==> src/rtl/pong_pkg.sv <==
// Shared types for the pong game controller: FSM states, widths,
// ball direction and scorer encodings.
package pong_pkg;

    localparam int CW = 11;
    localparam int SW = 6;

    typedef enum logic [2:0] {
        IDLE  = 3'd0,
        SERVE = 3'd1,
        PLAY  = 3'd2,
        POINT = 3'd3,
        OVER  = 3'd4
    } state_t;

    typedef enum logic {
        DIR_LEFT  = 1'b0,
        DIR_RIGHT = 1'b1
    } dir_x_t;

    typedef enum logic {
        DIR_UP   = 1'b0,
        DIR_DOWN = 1'b1
    } dir_y_t;

    typedef enum logic {
        SC_P1 = 1'b0,
        SC_P2 = 1'b1
    } scorer_t;

endpackage

==> src/rtl/pong_ball_step.sv <==
// Combinational one-frame ball step: wall bounce, paddle hit
// and miss detection from pre-move position and directions.
module pong_ball_step
    import pong_pkg::*;
#(
    parameter int H_RES      = 800,
    parameter int V_RES      = 600,
    parameter int BALL_SIZE  = 8,
    parameter int PAD_W      = 8,
    parameter int P1_X       = 16,
    parameter int P2_X       = 776,
    parameter int BALL_SPEED = 4
) (
    input  logic [CW-1:0] x,
    input  logic [CW-1:0] y,
    input  dir_x_t        dx,
    input  dir_y_t        dy,
    input  logic [CW-1:0] p1_y,
    input  logic [CW-1:0] p2_y,
    input  logic [CW-1:0] pad_h,
    output logic [CW-1:0] nx,
    output logic [CW-1:0] ny,
    output dir_x_t        ndx,
    output dir_y_t        ndy,
    output logic          miss,
    output scorer_t       scorer
);

    localparam logic [11:0] SPD    = 12'(BALL_SPEED);
    localparam logic [11:0] BS     = 12'(BALL_SIZE);
    localparam logic [11:0] X_MAX  = 12'(H_RES - BALL_SIZE);
    localparam logic [11:0] Y_MAX  = 12'(V_RES - BALL_SIZE);
    localparam logic [11:0] L_EDGE = 12'(P1_X + PAD_W);
    localparam logic [11:0] R_EDGE = 12'(P2_X);
    localparam logic [11:0] R_STOP = 12'(P2_X - BALL_SIZE);

    // One extra bit keeps the edge sums from wrapping.
    logic [11:0] x12, y12, p1, p2, ph;
    logic        ov1, ov2, hit_l, hit_r;

    assign x12 = {1'b0, x};
    assign y12 = {1'b0, y};
    assign p1  = {1'b0, p1_y};
    assign p2  = {1'b0, p2_y};
    assign ph  = {1'b0, pad_h};

    assign ov1 = (y12 + BS > p1) && (y12 < p1 + ph);
    assign ov2 = (y12 + BS > p2) && (y12 < p2 + ph);

    assign hit_l = (x12 >= L_EDGE) && (x12 - SPD <= L_EDGE) && ov1;
    assign hit_r = (x12 + BS <= R_EDGE)
                && (x12 + SPD + BS >= R_EDGE) && ov2;

    always_comb begin
        nx     = x;
        ny     = y;
        ndx    = dx;
        ndy    = dy;
        miss   = 1'b0;
        scorer = SC_P1;

        if (dy == DIR_DOWN) begin
            if (y12 + SPD >= Y_MAX) begin
                ny  = Y_MAX[CW-1:0];
                ndy = DIR_UP;
            end else begin
                ny = CW'(y12 + SPD);
            end
        end else begin
            if (y12 <= SPD) begin
                ny  = '0;
                ndy = DIR_DOWN;
            end else begin
                ny = CW'(y12 - SPD);
            end
        end

        if (dx == DIR_LEFT) begin
            if (hit_l) begin
                nx  = L_EDGE[CW-1:0];
                ndx = DIR_RIGHT;
            end else if (x12 <= SPD) begin
                nx     = '0;
                miss   = 1'b1;
                scorer = SC_P2;
            end else begin
                nx = CW'(x12 - SPD);
            end
        end else begin
            if (hit_r) begin
                nx  = R_STOP[CW-1:0];
                ndx = DIR_LEFT;
            end else if (x12 + SPD >= X_MAX) begin
                nx     = X_MAX[CW-1:0];
                miss   = 1'b1;
                scorer = SC_P1;
            end else begin
                nx = CW'(x12 + SPD);
            end
        end
    end

endmodule

==> src/rtl/pong_game_ctrl.sv <==
// Pong game sequencing: serve countdown, per-frame ball motion,
// scoring and game-over handling.
module pong_game_ctrl
    import pong_pkg::*;
#(
    parameter int H_RES        = 800,
    parameter int V_RES        = 600,
    parameter int BALL_SIZE    = 8,
    parameter int PAD_W        = 8,
    parameter int P1_X         = 16,
    parameter int P2_X         = 776,
    parameter int PAD_H_SMALL  = 64,
    parameter int PAD_H_LARGE  = 96,
    parameter int BALL_SPEED   = 4,
    parameter int SERVE_FRAMES = 60,
    parameter int WIN_SCORE    = 11
) (
    input  logic        clk,
    input  logic        rst,
    input  logic        en,
    input  logic        bat_size,
    input  logic        frame_tick,
    input  logic        serve,
    input  logic [10:0] p1_y,
    input  logic [10:0] p2_y,
    output logic [10:0] ball_x,
    output logic [10:0] ball_y,
    output logic [5:0]  p1_score,
    output logic [5:0]  p2_score,
    output logic        game_over,
    output logic [2:0]  state
);

    localparam int NW = $clog2(SERVE_FRAMES + 1);
    localparam logic [CW-1:0] X_C = CW'((H_RES - BALL_SIZE) / 2);
    localparam logic [CW-1:0] Y_C = CW'((V_RES - BALL_SIZE) / 2);

    state_t        st, st_nx;
    logic [CW-1:0] bx, by, bx_nx, by_nx;
    dir_x_t        dx, dx_nx;
    dir_y_t        dy, dy_nx;
    logic [SW-1:0] s1, s2, s1_nx, s2_nx;
    logic [NW-1:0] cnt, cnt_nx;
    scorer_t       sc, sc_nx;

    logic [CW-1:0] pad_h, step_x, step_y;
    dir_x_t        step_dx;
    dir_y_t        step_dy;
    logic          step_miss;
    scorer_t       step_sc;

    assign pad_h = bat_size ? CW'(PAD_H_LARGE) : CW'(PAD_H_SMALL);

    pong_ball_step #(
        .H_RES      (H_RES),
        .V_RES      (V_RES),
        .BALL_SIZE  (BALL_SIZE),
        .PAD_W      (PAD_W),
        .P1_X       (P1_X),
        .P2_X       (P2_X),
        .BALL_SPEED (BALL_SPEED)
    ) u_step (
        .x      (bx),
        .y      (by),
        .dx     (dx),
        .dy     (dy),
        .p1_y   (p1_y),
        .p2_y   (p2_y),
        .pad_h  (pad_h),
        .nx     (step_x),
        .ny     (step_y),
        .ndx    (step_dx),
        .ndy    (step_dy),
        .miss   (step_miss),
        .scorer (step_sc)
    );

    always_comb begin
        st_nx  = st;
        bx_nx  = bx;
        by_nx  = by;
        dx_nx  = dx;
        dy_nx  = dy;
        s1_nx  = s1;
        s2_nx  = s2;
        cnt_nx = cnt;
        sc_nx  = sc;

        if (en) begin
            unique case (st)
                IDLE, OVER: begin
                    bx_nx = X_C;
                    by_nx = Y_C;
                    if (serve) begin
                        s1_nx  = '0;
                        s2_nx  = '0;
                        cnt_nx = '0;
                        st_nx  = SERVE;
                    end
                end
                SERVE: begin
                    bx_nx = X_C;
                    by_nx = Y_C;
                    if (frame_tick) begin
                        cnt_nx = cnt + NW'(1);
                        if (cnt == NW'(SERVE_FRAMES - 1))
                            st_nx = PLAY;
                    end
                end
                PLAY: begin
                    if (frame_tick) begin
                        bx_nx = step_x;
                        by_nx = step_y;
                        dx_nx = step_dx;
                        dy_nx = step_dy;
                        if (step_miss) begin
                            sc_nx = step_sc;
                            st_nx = POINT;
                        end
                    end
                end
                POINT: begin
                    bx_nx  = X_C;
                    by_nx  = Y_C;
                    cnt_nx = '0;
                    st_nx  = SERVE;
                    // Next serve heads toward whoever just conceded.
                    if (sc == SC_P1) begin
                        s1_nx = s1 + SW'(1);
                        dx_nx = DIR_RIGHT;
                        if (s1_nx == SW'(WIN_SCORE))
                            st_nx = OVER;
                    end else begin
                        s2_nx = s2 + SW'(1);
                        dx_nx = DIR_LEFT;
                        if (s2_nx == SW'(WIN_SCORE))
                            st_nx = OVER;
                    end
                end
                default: st_nx = IDLE;
            endcase
        end
    end

    always_ff @(posedge clk or posedge rst) begin
        if (rst) begin
            st  <= IDLE;
            bx  <= X_C;
            by  <= Y_C;
            dx  <= DIR_RIGHT;
            dy  <= DIR_DOWN;
            s1  <= '0;
            s2  <= '0;
            cnt <= '0;
            sc  <= SC_P1;
        end else begin
            st  <= st_nx;
            bx  <= bx_nx;
            by  <= by_nx;
            dx  <= dx_nx;
            dy  <= dy_nx;
            s1  <= s1_nx;
            s2  <= s2_nx;
            cnt <= cnt_nx;
            sc  <= sc_nx;
        end
    end

    assign ball_x    = bx;
    assign ball_y    = by;
    assign p1_score  = s1;
    assign p2_score  = s2;
    assign game_over = (st == OVER);
    assign state     = st;

endmodule

==> config.mk <==
export PLATFORM = sky130hd
export DESIGN_NAME = pong_game_ctrl
export DESIGN_NICKNAME = d
export VERILOG_FILES = /design/src/rtl/pong_pkg.sv /design/src/rtl/pong_ball_step.sv /design/src/rtl/pong_game_ctrl.sv
export SDC_FILE = /design/constraint.sdc
export NUM_CORES = 1
export LEC_CHECK = 0
export BUFFER_PORTS_ARGS = -buffer_cell sky130_fd_sc_hd__clkbuf_2
export CORE_MARGIN = 5
export CORE_UTILIZATION = 55
export CTS_CLUSTER_DIAMETER = 100
export DETAILED_ROUTE_END_ITERATION = 10
export HOLD_SLACK_MARGIN = 0.03
export PLACE_DENSITY_LB_ADDON = 0.12
export SETUP_SLACK_MARGIN = 0.02
export SYNTH_ARGS = -nofsm -noshare
export SYNTH_HDL_FRONTEND = slang
export SYNTH_SLANG_ARGS = --single-unit
==> constraint.sdc <==
create_clock -name clk -period 7.3 [get_ports clk]
set_input_delay 1.46 -clock clk [delete_from_list [all_inputs] [get_ports clk]]
set_output_delay 1.46 -clock clk [all_outputs]
set_load 0.005 [all_outputs]
Yosys cells after proc, flatten, opt, wreduce, memory -nomap -nowiden. Index checks and enable logic that the tools add are counted.

Register bits: 46. Word-level logic and storage cells: 112.

$lt $le $gt $ge: 12. $add $sub $neg: 12. Reduce and logical (&&, ||, !) cells: 21. Eq/ne operators: 14. Mux-type cells: 44.

Operator list (number): $mux 11 (10); $pmux 11 s2 (2); $ge 12x10->1 const B (3); $mux 6 (5); $add 11x3->12 const B (2); $add 11x4->12 const B (2); $add 11x7->12 (2); $gt 12x11->1 (2); $lt 11x12->1 (2); $mux 3 (8); $pmux 6 s2 (2); $le 11x3->1 const B (2); $add 6x1->6 const B (3); $pmux 6 s3 (1); $reduce_and 4->1 (4); $mux 1 (14); $ne 2x2->1 const B (7); $add 12x4->12 const B (1); $eq 6x4->1 const B (2); $le 12x10->1 const B (1); $le 12x5->1 const B (1); $pmux 3 s4 (1); $sub 11x3->12 const B (1); $ge 11x5->1 const B (1); 14 further kinds (24).

Depth between registers and ports, before layout.
Depth after elaboration: 10. Mapped depth: 14. Depth with buffers taken out: 14.

By module. From an unflattened synthesis, not the netlist that was laid out.

Cell total of the unflattened synthesis: 770. Area total of the unflattened synthesis: 6010.8 sq um.

By module, submodules not included: pong_ball_step (area each 3634.7 sq um, cells an instance 510, times used 1); pong_game_ctrl (area each 2376.0 sq um, cells an instance 260, times used 1).

Worst setup path after synthesis. Ideal clock, no wire load.

Kind: input to register. From: input bat_size. To: register dx. Arrival time: 3.730 ns. Cell stages on the path: 14. Setup time: 0.090 ns. Data required time: 7.210 ns. Setup slack: 3.480 ns. Cells stage by stage: ha_1 -> inv_1 -> ha_1 -> nor3_1 -> xnor2_1 -> ha_1 -> a21o_1 -> a21oi_1 -> o22ai_1 -> and4bb_2 -> o221a_4 -> a211oi_4 -> a2111oi_0 -> nor2_1.

Longest elaborated chain between the ends: 9. Elaborated cells between the ends (all ways): 14. Those cells by class: 2 x add/sub; 2 x order compare; 6 x mux; 4 x reduce/logical.

RTL lines: from (decl) (line pong_game_ctrl.sv:21) `input logic bat_size,`; $mux 6 * (line pong_game_ctrl.sv:52) `assign pad_h = bat_size ? CW'(PAD_H_LARGE) : CW'(PAD_H_SMALL);`; $add 11x7->12, on equally long branches (line pong_ball_step.sv:47, pong_ball_step.sv:48); $lt 11x12->1, on equally long branches (line pong_ball_step.sv:47, pong_ball_step.sv:48); $logic_and 1x1->1, on equally long branches (line pong_ball_step.sv:47, pong_ball_step.sv:48); $logic_and 1x1->1, on equally long branches (line pong_ball_step.sv:50, pong_ball_step.sv:52); $mux 1, on equally long branches (line pong_ball_step.sv:79, pong_ball_step.sv:90); $mux 1 * (line pong_ball_step.sv:78) `if (dx == DIR_LEFT) begin`; $mux 1 * (line pong_game_ctrl.sv:111) `if (frame_tick) begin`; $pmux 1 s2 * (line pong_game_ctrl.sv:90) `unique case (st)`; to (signal assigned) (line pong_game_ctrl.sv:160) `dx <= dx_nx;`; to (decl) (line pong_game_ctrl.sv:40) `dir_x_t dx, dx_nx;`.

Mark *: on every way between the ends. The rest lies on a longest branch, timed or not. The select of a mux whose other input is x is not followed. A chain may end at the register's enable or synchronous reset.

Worst setup path after layout.
From: input bat_size. To: register bx[5], in the netlist ball_x[5].

Longest elaborated chain between the ends: 9. Elaborated cells between the ends (all ways): 14. Those cells by class: 2 x add/sub; 2 x order compare; 6 x mux; 4 x reduce/logical.

RTL lines: $mux 6 * (line pong_game_ctrl.sv:52); $add 11x7->12, on equally long branches (line pong_ball_step.sv:47, pong_ball_step.sv:48); $lt 11x12->1, on equally long branches (line pong_ball_step.sv:47, pong_ball_step.sv:48); $logic_and 1x1->1, on equally long branches (line pong_ball_step.sv:47, pong_ball_step.sv:48); $logic_and 1x1->1, on equally long branches (line pong_ball_step.sv:50, pong_ball_step.sv:52); $mux 11, on equally long branches (line pong_ball_step.sv:79, pong_ball_step.sv:90); $mux 11 * (line pong_ball_step.sv:78); $mux 11 * (line pong_game_ctrl.sv:111); $pmux 11 s2 * (line pong_game_ctrl.sv:90); to (signal assigned) (line pong_game_ctrl.sv:158) `bx <= bx_nx;`; to (decl) (line pong_game_ctrl.sv:39) `logic [CW-1:0] bx, by, bx_nx, by_nx;`.

Marked as above.

==> flow_summary.yaml <==
layout:
  antenna_cells_inserted: 0
  n_fill_cell: 739
  number_of_nets_in_the_layout: 729
  drive_above_1_share_pct: 13.8
  flow.area_growth_from_synthesis_pct: 10.0
  multi_input_comb_area_mm2: 0.00323
  fin_area_mm2: 0.00502
  finalNonFillerCells: 750
  regArea_mm2: 0.00106
job:
  drv.max_cap_violation_count: 0
setup_path:
  timing.rr.end: "ball_x[5]$_DFFE_PP0P_"
  slowest_stage: "sky130_fd_sc_hd__nor3_2"
  cp-start-kind: "input pin"
  crit-reg2reg-launch: "ball_y[5]$_DFFE_PP1P_"
  timing.critical_path.required_ps: 7500
  series_of_cell_instances_along_the_critical_path: "clkbuf_2 -> ha_1 -> inv_1 -> ha_1 -> xor2_1 -> ha_1 -> nand4_1 -> a21oi_1 -> a21oi_1 -> o22ai_1 -> and4bb_2 -> o221a_4 -> nor3_2 -> nand2_1 -> o32ai_1"
  setup_cp_type: "in -> reg"
  crit_start: "bat_size"
  max_stage_delay_ps: 330
  most_frequent_cell_on_the_critical_path: "sky130_fd_sc_hd__ha_1"
  rrSetupSlack_ps: 3660
  cp_top_family: "simple AND/OR/NAND/NOR gates"
  endpoint_kind: "register"
  r2r.worst_path.cells: 12
  buffers_and_inverters_on_the_worst_path: 2
  critical_path.max_fanout: 5
  cp_data_arrival_time_ps: 4160
sta:
  finClkSkew_ps: 9.22
  slew_headroom_pct: 53.6
  timing_max_transition_violations_final: 0
  max_freq_ghz: 0.253
  period_share_pct: 54.2
  totalNegativeSetupSlack_ps: 0
  hold_viol_final: 0
  unrepaired_setup_endpoints_after_global_routing: "false"
  timing.final.crit_period_ps: 3960
  setup_violations: 0
  max_slew.worst_pin.slew_ps: 691
placement:
  place.port_buffers: 61
  gp_congestion: 0.923
  total_placed_cells_including_tap_cells: 742
  placed_area_mm2: 0.00491
  hpwl_um: 9350
min_path:
  worst_hold_path.num_cells: 1
  timing.hold.worst_endpoint: "p1_score[5]$_DFFE_PP0P_"
  timing.hold.worst.start: "p1_score[5]$_DFFE_PP0P_"
  timing.hold.worst.class: "reg -> reg"
clock_network:
  clock_sinks: 42
  ctsRootBufferMaster: "sky130_fd_sc_hd__clkbuf_8"
  cts.hold.buffers_added: 0
  tritoncts: "done"
  cts.reportedPaths.clkPinSlew_ps: 90
  cts_repair_resize_count: 0
  post-cts-setup-buffer-count: 0
  number_of_h_tree_branching_levels: 2
  max-clock-path-buffers: 2
  clk-insertion-delay-late_ps: 300
  cts_made_buffers: 5
global_route:
  globalRouteTotalUtil_pct: 24.2
  grt_overflow: 0
  grt_start_max_net_pins: 43
  grt_antenna_before_repair: 0
  first_global_vias: 4396
  grt_pass1_wl_um: 20500
logic_synthesis:
  synth-main-ff-cell: "sky130_fd_sc_hd__dfrtp_1"
  async_flop_share_pct: 100
  synth.yosys.seq_area_share_pct: 23.3
  synthTopCellsByArea: "sky130_fd_sc_hd__dfrtp_1 18%, sky130_fd_sc_hd__ha_1 16%, sky130_fd_sc_hd__o21ai_0 5.7%"
  post-synth-top-area-fraction_pct: 18.1
  post_synth_inst_count: 596
  netlist_area_before_placement_mm2: 0.00457
  synth-edff-count: 0
  yosysWarnings: 0
  ys_types: 65
  ys_ff_latch: 42
  post_synthesis_average_cell_area_um2: 7.66
  synth.largest_area_cell: "sky130_fd_sc_hd__dfrtp_1"
detailed_routing:
  dr.first_iter.drc_count: 312
  vias: 4660
  remaining_drc_errors: 0
  routed_wire_length_per_instance_um: 16.6
  routed_via_density: 6.21
  drt_wl_total_um: 12400
  dr.pass1.iters: 5
  antenna_left: 0
floorplan:
  initial_utilization_pct: 56.1
  design.die.area_mm2: 0.0102
  core_footprint_mm2: 0.00813
  die-height_um: 101
  fp-row-count: 33
  fp.dieW_um: 101
  io_pins: 66
power_and_ir_drop:
  p_leak_nw: 2.25
  pwr_density_cell_mw_per_mm2: 190
  vdd_ir_drop_max_uv: 145
run_status:
  result_of_the_run: "finished clean"
cell families after synthesis:
family,share of synthesized area [%]
simple gates,23.9
compound gates,24.3
buf+inv,6.14
fa+ha+maj,15.6
flops,23.3
xor+xnor,6.69
other cells,0.0821
flip-flops by register name (all words and copies together) (netlist names):
| register | flops |
|---|---|
| p1_score | 6 |
| ball_y | 9 |
| dy | 1 |
| dx | 1 |
| p2_score | 6 |
| state | 3 |
| cnt | 6 |
| ball_x | 9 |
| sc | 1 |
routing by layer:
layer  GRT usage (%)  routed length [um]
met1            33.0                5550
met2            40.1                5790
met3            3.11                 807
met4            7.06                 289
met5               0                   0
per-stage QoR:
step	utilization (%)	hold slack (ps)	setup WS, ps	power, mW
floorplan	-	487	3480	0.634
global placement	60.4	495	3160	0.755
detailed placement	60.4	515	3070	0.767
CTS	61.8	528	3360	0.957
global route	61.8	536	3100	1.03
finish	61.8	524	3340	0.956
Yosys cell counts, drive strengths merged, types with 12 or more instances:
cell type / instances
xor2: 16
nand3: 32
nand2: 54
xnor2: 18
clkbuf: 15
nand4: 12
a21oi: 48
ha: 57
and3: 12
o21ai: 55
dfrtp: 33
nor3: 19
nor2: 50
inv: 44
placed cells by master (no fill, tap or decap), types with 9 or more instances in the layout:
cell type	count
sky130_fd_sc_hd__nor4_1	10
sky130_fd_sc_hd__o21ai_0	52
sky130_fd_sc_hd__dfrtp_1	33
sky130_fd_sc_hd__xnor2_1	18
sky130_fd_sc_hd__a21oi_1	48
sky130_fd_sc_hd__nand4_1	12
sky130_fd_sc_hd__dfstp_2	9
sky130_fd_sc_hd__clkbuf_2	61
sky130_fd_sc_hd__inv_1	44
sky130_fd_sc_hd__xor2_1	15
sky130_fd_sc_hd__ha_1	57
sky130_fd_sc_hd__nand2_1	53
sky130_fd_sc_hd__o31ai_1	10
sky130_fd_sc_hd__and3_1	12
sky130_fd_sc_hd__nand3_1	32
sky130_fd_sc_hd__nor3_1	18
sky130_fd_sc_hd__nor2_1	50
sky130_fd_sc_hd__nor2b_1	9
where the power goes:
group | switching, mW | internal (mW)
registers | 0.0810 | 0.264
logic | 0.259 | 0.166
clock network | 0.0832 | 0.102
total | 0.423 | 0.532
worst register-to-register path: stages (launching register included):
cell	delay, ps
sky130_fd_sc_hd__dfstp_2	760
sky130_fd_sc_hd__nand3_1	150
sky130_fd_sc_hd__nor3_1	350
sky130_fd_sc_hd__nand3_1	150
sky130_fd_sc_hd__xnor2_1	240
sky130_fd_sc_hd__ha_1	280
sky130_fd_sc_hd__nand3_1	130
sky130_fd_sc_hd__nor3_1	80
sky130_fd_sc_hd__nor4_1	480
sky130_fd_sc_hd__nor4b_4	160
sky130_fd_sc_hd__nor4_1	410
sky130_fd_sc_hd__nor2_1	90
sky130_fd_sc_hd__o32ai_1	260
cell type report:
| class | count | share of cell area [%] |
|---|---|---|
| Tap cell | 105 | 2.62 |
| Sequential cell | 42 | 21.1 |
| Clock inverter | 2 | 0.747 |
| Clock buffer | 6 | 1.44 |
| Inverter | 44 | 3.29 |
| Multi-Input combinational cell | 488 | 64.4 |
| Timing Repair Buffer | 63 | 6.38 |
worst max-delay path by stage:
stage | cells after the start | slack, ps | to
finish | 15 | 3340 | ball_x[5]$_DFFE_PP0P_
floorplan | 14 | 3480 | dx$_DFFE_PP1P_
CTS | 15 | 3360 | sc$_DFFE_PP0P_
global placement | 15 | 3160 | sc$_DFFE_PP0P_
detailed placement | 15 | 3070 | sc$_DFFE_PP0P_
global route | 15 | 3100 | ball_x[5]$_DFFE_PP0P_
No activity file was read; power rests on OpenSTA's default activity.
